**src/rtl/stopwatch_ctrl.sv**
```systemverilog
// stopwatch_ctrl: command sequencer for the BCD MM:SS stopwatch datapath.
// It synchronises and edge-detects the front-panel buttons and picks one
// command per cycle by fixed priority. It runs the IDLE/RUN/PAUSED/LIMIT
// machine and produces the speed-scaled count tick. All outputs are
// registered, so every decision appears one cycle after it is made.
module stopwatch_ctrl #(
   parameter int CLK_DIV_BASE = 64,
   parameter int SYNC_STAGES  = 2
) (
   input  logic       clk_in,
   input  logic       RST_N,
   input  logic       START_BTN,
   input  logic       RESET_BTN,
   input  logic       REVERSE_BTN,
   input  logic       ADD_BTN,
   input  logic       SUB_BTN,
   input  logic       SPD_UP_BTN,
   input  logic       SPD_DN_BTN,
   input  logic       AT_LIMIT,
   output logic       TICK,
   output logic       RUN,
   output logic       DIR,
   output logic       LOAD,
   output logic       LOAD_SEL,
   output logic       ADJ_ADD,
   output logic       ADJ_SUB,
   output logic [1:0] SPEED,
   output logic [1:0] STATE
);

   localparam int NB  = 7;
   localparam int PW  = $clog2(CLK_DIV_BASE);
   localparam int PW1 = PW + 1;
   localparam logic [PW:0] BASE_C = PW1'(CLK_DIV_BASE);

   // One-hot commands; the lowest set bit has the highest priority
   localparam logic [NB-1:0] CMD_RESET   = 7'b0000001;
   localparam logic [NB-1:0] CMD_REVERSE = 7'b0000010;
   localparam logic [NB-1:0] CMD_START   = 7'b0000100;
   localparam logic [NB-1:0] CMD_ADD     = 7'b0001000;
   localparam logic [NB-1:0] CMD_SUB     = 7'b0010000;
   localparam logic [NB-1:0] CMD_SPD_UP  = 7'b0100000;
   localparam logic [NB-1:0] CMD_SPD_DN  = 7'b1000000;

   typedef enum logic [1:0] {
      ST_IDLE   = 2'b00,
      ST_RUN    = 2'b01,
      ST_PAUSED = 2'b10,
      ST_LIMIT  = 2'b11
   } state_e;

   logic [NB-1:0]                  btn_s;
   logic [SYNC_STAGES-1:0][NB-1:0] sync_q;
   logic [NB-1:0]                  hist_q;
   logic [NB-1:0]                  edge_s;
   logic [NB-1:0]                  grant_s;

   state_e        state_q, state_d;
   logic          dir_q, dir_d;
   logic [1:0]    speed_q, speed_d;
   logic [PW-1:0] pre_q, pre_d;
   logic          init_q;
   logic          tick_q, tick_d;
   logic          load_q, load_d;
   logic          load_sel_q, load_sel_d;
   logic          adj_add_q, adj_add_d;
   logic          adj_sub_q, adj_sub_d;
   logic          run_q;
   logic [PW:0]   period_s;
   logic [PW-1:0] last_s;
   logic          tick_hit_s;

   assign btn_s = {SPD_DN_BTN, SPD_UP_BTN, SUB_BTN, ADD_BTN,
                   START_BTN, REVERSE_BTN, RESET_BTN};

   // Button synchroniser chain plus edge history
   always_ff @(posedge clk_in or negedge RST_N) begin
      if (!RST_N) begin
         sync_q <= '0;
         hist_q <= '0;
      end else begin
         sync_q <= {sync_q[SYNC_STAGES-2:0], btn_s};
         hist_q <= sync_q[SYNC_STAGES-1];
      end
   end

   assign edge_s  = sync_q[SYNC_STAGES-1] & ~hist_q;
   // Isolating the lowest set bit keeps only the highest-priority edge
   assign grant_s = edge_s & (~edge_s + NB'(1));

   assign period_s   = BASE_C >> speed_q;
   assign last_s     = PW'(period_s - PW1'(1));
   assign tick_hit_s = (state_q == ST_RUN) && (pre_q == last_s);

   // Command decode, state transitions, prescaler and strobe generation
   always_comb begin
      state_d    = state_q;
      dir_d      = dir_q;
      speed_d    = speed_q;
      pre_d      = pre_q;
      load_sel_d = load_sel_q;
      load_d     = 1'b0;
      adj_add_d  = 1'b0;
      adj_sub_d  = 1'b0;
      tick_d     = 1'b0;
      if (state_q == ST_RUN) begin
         if (tick_hit_s) begin
            pre_d = '0;
         end else begin
            pre_d = pre_q + PW'(1);
         end
         // At the terminal value the tick is withheld so the count never passes it
         if (AT_LIMIT) begin
            state_d = ST_LIMIT;
            tick_d  = 1'b0;
         end else begin
            tick_d  = tick_hit_s;
         end
      end else begin
         pre_d = pre_q;
      end
      if (!init_q) begin
         load_d     = 1'b1;
         load_sel_d = 1'b0;
      end else begin
         case (grant_s)
            CMD_RESET: begin
               load_d     = 1'b1;
               load_sel_d = dir_q;
               pre_d      = '0;
               state_d    = ST_IDLE;
            end
            CMD_REVERSE: begin
               if (state_q != ST_RUN) begin
                  dir_d      = ~dir_q;
                  load_d     = 1'b1;
                  load_sel_d = ~dir_q;
                  state_d    = ST_IDLE;
               end else begin
                  dir_d      = dir_q;
               end
            end
            CMD_START: begin
               case (state_q)
                  ST_IDLE, ST_PAUSED: begin
                     if (AT_LIMIT) begin
                        state_d = ST_LIMIT;
                     end else begin
                        state_d = ST_RUN;
                     end
                  end
                  ST_RUN: begin
                     if (AT_LIMIT) begin
                        state_d = ST_LIMIT;
                     end else begin
                        state_d = ST_PAUSED;
                     end
                  end
                  default: state_d = state_q;
               endcase
            end
            CMD_ADD, CMD_SUB: begin
               if (state_q != ST_RUN) begin
                  adj_add_d = (grant_s == CMD_ADD);
                  adj_sub_d = (grant_s == CMD_SUB);
                  if (state_q == ST_LIMIT) begin
                     state_d = ST_PAUSED;
                  end else begin
                     state_d = state_q;
                  end
               end else begin
                  adj_add_d = 1'b0;
                  adj_sub_d = 1'b0;
               end
            end
            CMD_SPD_UP: begin
               if (speed_q != 2'd3) begin
                  speed_d = speed_q + 2'd1;
                  pre_d   = '0;
               end else begin
                  speed_d = speed_q;
               end
            end
            CMD_SPD_DN: begin
               if (speed_q != 2'd0) begin
                  speed_d = speed_q - 2'd1;
                  pre_d   = '0;
               end else begin
                  speed_d = speed_q;
               end
            end
            default: begin
               load_d = 1'b0;
            end
         endcase
      end
      // Command strobes win over a coincident tick; the prescaler has already wrapped
      tick_d = tick_d & ~(load_d | adj_add_d | adj_sub_d);
   end

   // State and registered outputs
   always_ff @(posedge clk_in or negedge RST_N) begin
      if (!RST_N) begin
         state_q    <= ST_IDLE;
         dir_q      <= 1'b0;
         speed_q    <= 2'd0;
         pre_q      <= '0;
         init_q     <= 1'b0;
         tick_q     <= 1'b0;
         load_q     <= 1'b0;
         load_sel_q <= 1'b0;
         adj_add_q  <= 1'b0;
         adj_sub_q  <= 1'b0;
         run_q      <= 1'b0;
      end else begin
         state_q    <= state_d;
         dir_q      <= dir_d;
         speed_q    <= speed_d;
         pre_q      <= pre_d;
         init_q     <= 1'b1;
         tick_q     <= tick_d;
         load_q     <= load_d;
         load_sel_q <= load_sel_d;
         adj_add_q  <= adj_add_d;
         adj_sub_q  <= adj_sub_d;
         run_q      <= (state_d == ST_RUN);
      end
   end

   assign TICK     = tick_q;
   assign RUN      = run_q;
   assign DIR      = dir_q;
   assign LOAD     = load_q;
   assign LOAD_SEL = load_sel_q;
   assign ADJ_ADD  = adj_add_q;
   assign ADJ_SUB  = adj_sub_q;
   assign SPEED    = speed_q;
   assign STATE    = state_q;

endmodule

```
**config.mk**
```make
export PLATFORM = sky130hd
export DESIGN_NAME = stopwatch_ctrl
export DESIGN_NICKNAME = d
export VERILOG_FILES = /design/src/rtl/stopwatch_ctrl.sv
export SDC_FILE = /design/constraint.sdc
export NUM_CORES = 1
export LEC_CHECK = 0
export BUFFER_PORTS_ARGS = -buffer_cell sky130_fd_sc_hd__clkbuf_2
export CORE_MARGIN = 2
export CORE_UTILIZATION = 55
export DETAILED_ROUTE_END_ITERATION = 10
export HOLD_SLACK_MARGIN = 0.08
export PLACE_DENSITY_LB_ADDON = 0.3
export SETUP_SLACK_MARGIN = 0.2
export SYNTH_ARGS = -nofsm -noshare
export SYNTH_HDL_FRONTEND = slang
export SYNTH_SLANG_ARGS = --single-unit
```
**constraint.sdc**
```tcl
create_clock -name clk_in -period 1.9 [get_ports clk_in]
set_clock_uncertainty 0.15 [all_clocks]
set_input_delay 0.095 -clock clk_in [delete_from_list [all_inputs] [get_ports clk_in]]
set_output_delay 0.095 -clock clk_in [all_outputs]
set_load 0.02 [all_outputs]
```
======== After elaboration in Yosys (flattened, before gate mapping) ========
Cells that the tools add are included.
Widths: inputs -> output; s select.
storage, ports and cells
  flip-flop bits (word level) ............. 39
  output and inout bits ................... 11
  input bits .............................. 10
cells by class
  mux-type cells .......................... 33
  equality and inequality tests ........... 18
  reduce and logical (&&, ||, !) cells .... 9
  bitwise logic cells ..................... 9
  add/subtract/negate cells ............... 5
  shifts and indexed selects .............. 1
operators by type and width
  operator             number
  $mux 6               5
  $mux 2               9
  $pmux 6 s3           1
  $and 7x7->7          2
  $not 7->7            2
  $mux 1               13
  $pmux 2 s2           2
  $pmux 2 s4           1
  $add 7x1->7 const B  1
  $eq 7x1->1 const B   1
  $eq 7x2->1 const B   1
  $eq 7x3->1 const B   1
  $eq 7x4->1 const B   1
  $eq 7x5->1 const B   1
  $eq 7x6->1 const B   1
  $eq 7x7->1 const B   1
  $shr 7x2->6 const A  1
  $add 6x1->6 const B  1
  $eq 6x6->1           1
  $ne 2x2->1 const B   3
  $sub 6x1->6 const B  1
  $eq 2x1->1 const B   2
  $eq 2x2->1 const B   2
  $pmux 1 s2           2
  other kinds (15)     19

======== Longest topological paths before layout ========
Gate-level depths: netlist (run 1).
  word-level depth ........................ 13
  depth in mapped cells ................... 6
  gate-level depth less buffers ........... 5

======== Worst setup path after synthesis (run 1) ========
No wires, ideal clock.
  kind .................................... register to register
  start ................................... register speed_q[0] (netlist: SPEED[0])
  end ..................................... register pre_q[3]
  data required time ...................... 1.664 ns
  cell stages (with the launch flop) ...... 6
  data arrival time ....................... 1.363 ns
  period minus slack after synthesis ...... 1.599 ns
  path slack .............................. 0.301 ns
  path through ............................ dfrtp_1 nor2_4 and3_1 a31oi_1 o311a_4 nor3_1
on the way
  longest elaborated chain between the ends .. 9
  elaborated cells on any way between the ends .. 12
  those cells by class .................... 1 x add/sub; 2 x eq/ne; 1 x shift; 6 x mux; 2 x reduce/logical
RTL lines
  what                       line      text
  from (decl)                60        logic [1:0] speed_q, speed_d;
  from (signal assigned)     218       speed_q <= speed_d;
  $shr 7x2->6                91        assign period_s = BASE_C >> speed_q;
  $sub 6x1->6                92        assign last_s = PW'(period_s - PW1'(1));
  $eq 6x6->1                 93        assign tick_hit_s = (state_q == ST_RUN) && (pre_q == last_s);
  $logic_and 1x1->1          93
  $mux 6                     107       if (tick_hit_s) begin
  $mux 6                     106       if (state_q == ST_RUN) begin
  $mux 6 (on tied branches)  185, 177
  $pmux 6 s3                 126       case (grant_s)
  $mux 6 (*)                 122       if (!init_q) begin
  via pre_d[3]               61        logic [PW-1:0] pre_q, pre_d;
  to (signal assigned)       219       pre_q <= pre_d;
  to (decl)                  61
The timed path passes the listed nets; every way through them passes the cells marked *.
A chain may end at the register's enable or synchronous reset.

======== Worst setup path after layout (run 1) ========
  start ................................... register speed_q[1] (netlist: SPEED[1])
  end ..................................... register pre_q[4]
The elaborated chain is that of the path after synthesis.

==> results of run 1 <==
[area by class of cell]
class,instances,area [µm²]
Clock buffer,5,37.5
Clock inverter,3,20.0
Fill cell,203,827
Inverter,1,3.75
Multi-Input combinational cell,80,553
Sequential cell,39,978
Tap cell,31,38.8
Timing Repair Buffer,34,228
[cell families after synthesis]
kind of cell,count (synthesis)
flops,39
buf+inv,4
compound gates,19
simple gates,51
fa+ha+maj,1
other cells,1
xor+xnor,7
mux,1
[power groups by stage]
stage               logic, mW  registers, mW  clock network, mW
floorplan               0.187           1.06                  0
global placement        0.337           1.02                  0
detailed placement      0.353           1.03                  0
CTS                     0.369           1.01              0.434
global route            0.423           1.02              0.455
finish                  0.387           1.01              0.412
[how the worst min path moves through the flow]
stage	start	end	cells past startpoint
after floorplan	RST_N	ADJ_ADD$_DFF_PN0_	0
after global placement	RST_N	SPEED[1]$_DFFE_PN0P_	1
after detailed placement	RST_N	pre_q[2]$_DFF_PN0_	1
after CTS	RST_N	pre_q[2]$_DFF_PN0_	2
after global routing	RST_N	sync_q[10]$_DFF_PN0_	2
final	RST_N	pre_q[3]$_DFF_PN0_	2
[per-stage QoR]
stage / cells / worst slack, ns / utilization (%) / power [mW] / hold slack, ns
finish: 193 / 0.265 / 69.2 / 1.81 / 0.131
CTS: 191 / 0.205 / 67.5 / 1.81 / 0.142
detailed placement: 174 / 0.233 / 62.0 / 1.38 / -0.00791
global placement: 174 / 0.273 / 62.0 / 1.35 / -0.00844
global route: 193 / 0.167 / 69.2 / 1.90 / 0.174
floorplan: 123 / 0.301 / - / 1.24 / -0.351
[state kept, by name, indices dropped and copies added, names as in the netlist]
name and count:
RUN 1, hist_q 7, SPEED 2, DIR 1, pre_q 6, ADJ_SUB 1, init_q 1, sync_q 14
LOAD_SEL 1, ADJ_ADD 1, LOAD 1, STATE 2, TICK 1
[cells in the final DEF (no fill, tap or decap), types with 2 or more instances in the layout]
| master | Yosys | routed |
|---|---|---|
| clkbuf_4 | 0 | 5 |
| nand2_1 | 11 | 11 |
| nand2b_1 | 7 | 6 |
| nor2b_1 | 4 | 3 |
| xnor2_1 | 3 | 3 |
| dfrtp_2 | 0 | 2 |
| a211oi_1 | 2 | 2 |
| nand4_1 | 3 | 3 |
| a21oi_1 | 4 | 4 |
| nor4_1 | 2 | 2 |
| dfrtp_1 | 39 | 37 |
| clkbuf_2 | 0 | 20 |
| xor2_1 | 4 | 4 |
| nor2_1 | 8 | 8 |
| nor3_1 | 5 | 3 |
| nor3_2 | 0 | 2 |
| nand3_1 | 3 | 3 |
| clkinvlp_4 | 0 | 2 |
| o21ai_0 | 4 | 3 |
| dlygate4sd3_1 | 0 | 9 |
| buf_4 | 1 | 5 |
| and2b_1 | 2 | 2 |
[routing by layer]
layer  vias to the layer above  part of all wire (%)  track usage, %
li1                        502                     -               -
met1                       503                    41            22.1
met2                        17                    54            32.7
met3                         5                   3.3            4.84
met4                         0                   1.8            10.2
met5                         -                     0               0
[worst register-to-register path, delay by kind of cell (launching register included)]
family	cells	cell delay [ns]
AND/OR/NAND/NOR	3	0.52
AO/OA/AOI/OAI	2	0.43
flip-flops	1	0.47
[repair_timing]
item	CTS	global route
gates resized for setup	0	8
endpoints found under the setup margin	0	10
buffers inserted	0	2
hold endpoints to repair	35	0
hold buffers	9	0
==> flow_summary_export.csv, run 1 <==
group,metric,value,unit
outcome,status,"complete, no violations",
clock_network,clk_latency,0.34,ns
die,core-area,2690,µm²
pwr,p_int,1.23,mW
sta,setup_viol,0,
route,drc,0,
setup_path,crit_chain,"nor2_4, and3_1, a31oi_1, o311a_4, nor3_1",
pwr,power_frac_comb,21.4,%
yosys,yosys_warnings,0,
die,die_height,56.6,µm
setup_path,cp-endpoint,"pre_q[4]$_DFF_PN0_",
route,via_per_inst,5.32,
pwr,power_switching_share,31.9,%
finish,finish.instance_area,1860,µm²
setup_path,path_max_fanout,6,
yosys,avgSynthCellArea,12.4,µm²
setup_path,arrival,1.75,ns
setup_path,cp_top_family,"simple AND/OR/NAND/NOR gates",
pwr,ir_drop,0.000958,V
setup_path,reg2reg_from,"SPEED[1]$_DFFE_PN0P_",
sta,period_minus_slack,1.63,ns
finish,area_growth,22.2,%
placement,dpl_cell_area,1670,µm²
placement,io_buffers,20,
yosys,syn_area,1520,µm²
finish,final_nets,172,
yosys,postSynthCellCount,123,
yosys,syn-num-nets,134,
sta,slew_headroom,58.9,%
setup_path,crit_type,"reg -> reg",
yosys,ys_ff_latch,39,
sta,tns,0,ns
pwr,p_seq_share,55.8,%
yosys,synth-simple-area-share,19.3,%
clock_network,cts-buffers-inserted,5,
setup_path,cpPeakStageDelay,0.47,ns
yosys,yosysUniqueCellTypes,37,
pwr,p_clk_share,22.8,%
worst_hold_path,hp-class,"in -> async",
yosys,synth_top_flop_cell,"dfrtp_1",
die,rows,19,
clock_network,cts_sinks,39,
setup_path,r2r_slack,0.27,ns
clock_network,cts_tree,"built",
placement,gp_congestion,0.801,
global_routing,grt_pass1_wl,4.55,mm
finish,drive_above_1_share,29.0,%
yosys,synth_seq_area_share,64.1,%
setup_path,cp-end-kind,"flop",
yosys,yosys.cell_count.top_type,"dfrtp_1",
finish,antennaDiodeCount,0,
setup_path,crit_start,"SPEED[1]$_DFFE_PN0P_",
clock_network,clockRootBuffer,"clkbuf_4",
pwr,p_leak,0.864,nW
yosys,yosysTopAreaCellShare,64.1,%
yosys,synth_xor_area_share,4.03,%
pwr,powerDensity,972,nW/µm²
sta,hold_viol,0,
setup_path,crit_path_start_kind,"flop",
route,drt-initial-drc-count,31,
route,drt.antenna.violating_nets,0,
placement,hpwl,1.83,mm
yosys,synth_compound_area_share,9.38,%
setup_path,reg2reg_depth,5,
route,firstDrtPassIters,4,
yosys,synth_edf_count,0,
global_routing,grt_pass1_vias,1056,
route,wire_per_inst,14.0,µm
sta,timing.final.max_slew_violations,0,
global_routing,antenna_found_initial,0,
sta,tightestPinTransition,0.617,ns
yosys,synthArstFlopShare,100,%
yosys,synth_top_area_cell,"dfrtp_1",
global_routing,grt_overflow,0,
route,via_count,1027,
sta,max_freq,612,MHz
setup_path,cp.required,2.01,ns
setup_path,r2r_end,"pre_q[4]$_DFF_PN0_",
yosys,synthMuxAreaShare,0.740,%
setup_path,worstSetupPathDepth,5,
setup_path,cpMaxStageDelayCell,"dfrtp_2",
clock_network,path_clk_slew,0.12,ns
pwr,p_sw,0.577,mW
job,max-cap-violations,0,
yosys,yosys-top-cells-count,"dfrtp_1, nand2_1, nor2_1, nand2b_1, nor3_1",
yosys,synth_top_family_by_area,"simple AND/OR/NAND/NOR gates",
yosys,synthAdderAreaFrac,0.822,%
die,ioPinCount,21,
sta,grt_setup_unrepaired,"yes",
die,die_w,56.6,µm
sta,fin_crit_sh,86.1,%
clock_network,clock_path_buffers,2,
die,initial_utilization,56.6,%
route,routed_wl,2.71,mm
clock_network,cts-htree-levels,2,
global_routing,track_usage,19.2,%
global_routing,grt_max_degree,27,
yosys,synth.area.top_cells,"dfrtp_1, nand2b_1, nand2_1, xor2_1, nor2_1",
die,die_area,3200,µm²
setup_path,path_buf_inv,0,
Power figures use the tool's default switching activity.
==> inputs of run 2 (changes only) <==
- CELL_PAD_IN_SITES_DETAIL_PLACEMENT: default -> 0
- CELL_PAD_IN_SITES_GLOBAL_PLACEMENT: default -> 1
- CORE_MARGIN: 2 -> default
- CORE_UTILIZATION: 55 -> 44
- REMOVE_ABC_BUFFERS: default -> 1
==> run 2 against run 1 <==
Effect of this change:
- register-to-register slack improved by 0.04 ns
- first-iteration DRC count increased by 13%
- cell count increased by 5.7%
- combinational power decreased by 4%
- setup slack improved by 0.037 ns
- sequential share of layout area increased by 0.18 points
- wire length decreased by 5.0%
- sequential power about the same
- via count decreased by 2.6%
- critical path type unchanged
- critical endpoint is now pre_q[5]$_DFF_PN0_
- largest cell class unchanged
- largest power group unchanged
==> flow_summary_export.csv, run 2 (synthesized netlist as in run 1, its figures left out) <==
group,metric,value,unit
setup_path,crit_start,"sync_q[8]$_DFF_PN0_",
clock_network,path_clk_slew,0.12,ns
die,die_area,3700,µm²
clock_network,cts-buffers-inserted,5,
sta,max_freq,626,MHz
finish,largest_reg_flops,14,
setup_path,r2r_slack,0.30,ns
route,via_count,1000,
die,die_w,60.8,µm
setup_path,reg2reg_depth,5,
global_routing,grt_pass1_vias,1019,
route,routed_wl,2.57,mm
sta,grt_setup_unrepaired,"yes",
setup_path,r2r_end,"pre_q[5]$_DFF_PN0_",
setup_path,reg2reg_from,"sync_q[8]$_DFF_PN0_",
route,wire_per_inst,12.6,µm
clock_network,clock_path_buffers,2,
global_routing,grt_max_degree,24,
placement,dp_cells,187,
die,rows,20,
clock_network,cts_tree,"built",
worst_hold_path,hp-class,"in -> async",
placement,io_buffers,20,
setup_path,crit_type,"reg -> reg",
global_routing,track_usage,17.1,%
pwr,powerDensity,968,nW/µm²
global_routing,grt_pass1_wl,4.36,mm
finish,final_nets,170,
setup_path,cp-end-kind,"flop",
setup_path,cp-endpoint,"pre_q[5]$_DFF_PN0_",
outcome,status,"complete, no violations",
setup_path,cp.required,1.99,ns
route,via_per_inst,4.90,
finish,final-instance-count-excl-fill,204,
route,drc,0,
route,drt-initial-drc-count,35,
sta,setup_viol,0,
placement,dpl_cell_area,1680,µm²
global_routing,grt_overflow,0,
finish,fin_util,58.3,%
sta,timing.final.max_slew_violations,0,
finish,mostFrequentLayoutCells,"dfrtp_1, clkbuf_2, nand2_1, dlygate4sd3_1, nor2_1",
clock_network,clk_latency,0.35,ns
finish,layout_commonest_cell,"dfrtp_1",
global_routing,antenna_found_initial,0,
finish,drive_above_1_share,27.5,%
finish,antennaDiodeCount,0,
pwr,p_total,1.79,mW
pwr,ir_drop,0.000531,V
job,max-cap-violations,0,
route,drt.antenna.violating_nets,0,
placement,hpwl,1.85,mm
finish,area_growth,21.8,%
pwr,p_leak,0.845,nW
die,initial_utilization,47.9,%
die,die_height,60.8,µm
finish,finish.instance_area,1850,µm²
clock_network,cts-htree-levels,2,
die,ioPinCount,21,
finish,fillers,281,
clock_network,cts_sinks,39,
finish,reg_top3,"sync_q: 14 flops, hist_q: 7 flops, pre_q: 6 flops",
sta,period_minus_slack,1.60,ns
clock_network,clockRootBuffer,"clkbuf_4",
placement,gp_congestion,0.808,
die,core-area,3180,µm²
clock_network,post_cts_buffers,0,
setup_path,arrival,1.69,ns
sta,tns,0,ns
finish,top_register,"sync_q",
sta,hold_viol,0,
setup_path,path_max_fanout,6,
sta,fin_crit_sh,84.1,%
setup_path,crit_path_start_kind,"flop",
route,firstDrtPassIters,4,
run 2: cell count changes in the layout (fill, tap and decap cells not counted), sizes merged:
cell	delta
buf	-2
run 2: final cells by class:
class                      count  area [µm²]  share of cell area, %
clock buffer                   5        37.5                   2.03
clock inverter                 3        20.0                   1.08
inverter                       1        3.75                  0.203
multi-input combinational     80         546                   29.4
sequential                    39         978                   52.8
tap                           44        55.1                   2.97
timing repair buffer          32         213                   11.5
run 2: worst min path at each step:
stage	start	to	slack [ns]	cells past startpoint
floorplan	RST_N	ADJ_ADD$_DFF_PN0_	-0.35	0
CTS	RST_N	SPEED[0]$_DFFE_PN0P_	0.13	3
global route	RST_N	pre_q[4]$_DFF_PN0_	0.09	2
finish	RST_N	pre_q[4]$_DFF_PN0_	0.05	2
detailed placement	RST_N	SPEED[1]$_DFFE_PN0P_	-0.09	1
global placement	RST_N	SPEED[1]$_DFFE_PN0P_	-0.1	1
run 2: what timing repair did:
item / CTS / global route
endpoints found under the setup margin: 0 / 20
hold endpoints to repair: 49 / 0
hold buffers: 10 / 0
resized for setup: 0 / 7
run 2: critical path, cell delays in order (launching register included):
cell and delay, ns:
dfrtp_1 0.42, nand2b_2 0.14, nand4_4 0.14, o31ai_1 0.31, o311a_4 0.29, nor3_1 0.06
run 2: metal layers:
metal | track usage [%] | wire [µm] | vias to the layer above
met5 | 0 | 0 | -
met4 | 7.79 | 50 | 0
met3 | 6.40 | 89 | 7
li1 | - | - | 499
met2 | 27.3 | 1250 | 19
met1 | 20.6 | 1180 | 475
run 2: metrics by stage:
step | setup slack (ns) | hold WS, ns
2_1_floorplan | 0.222 | -0.351
3_3_place_gp | 0.263 | -0.0993
3_5_place_dp | 0.223 | -0.0897
4_1_cts | 0.203 | 0.133
5_1_grt | 0.178 | 0.0862
6_report | 0.302 | 0.0502
run 2: where the power goes:
group,switching [mW],internal (mW)
clock network,0.275,0.141
registers,0.0884,0.920
logic,0.207,0.162
total,0.571,1.22
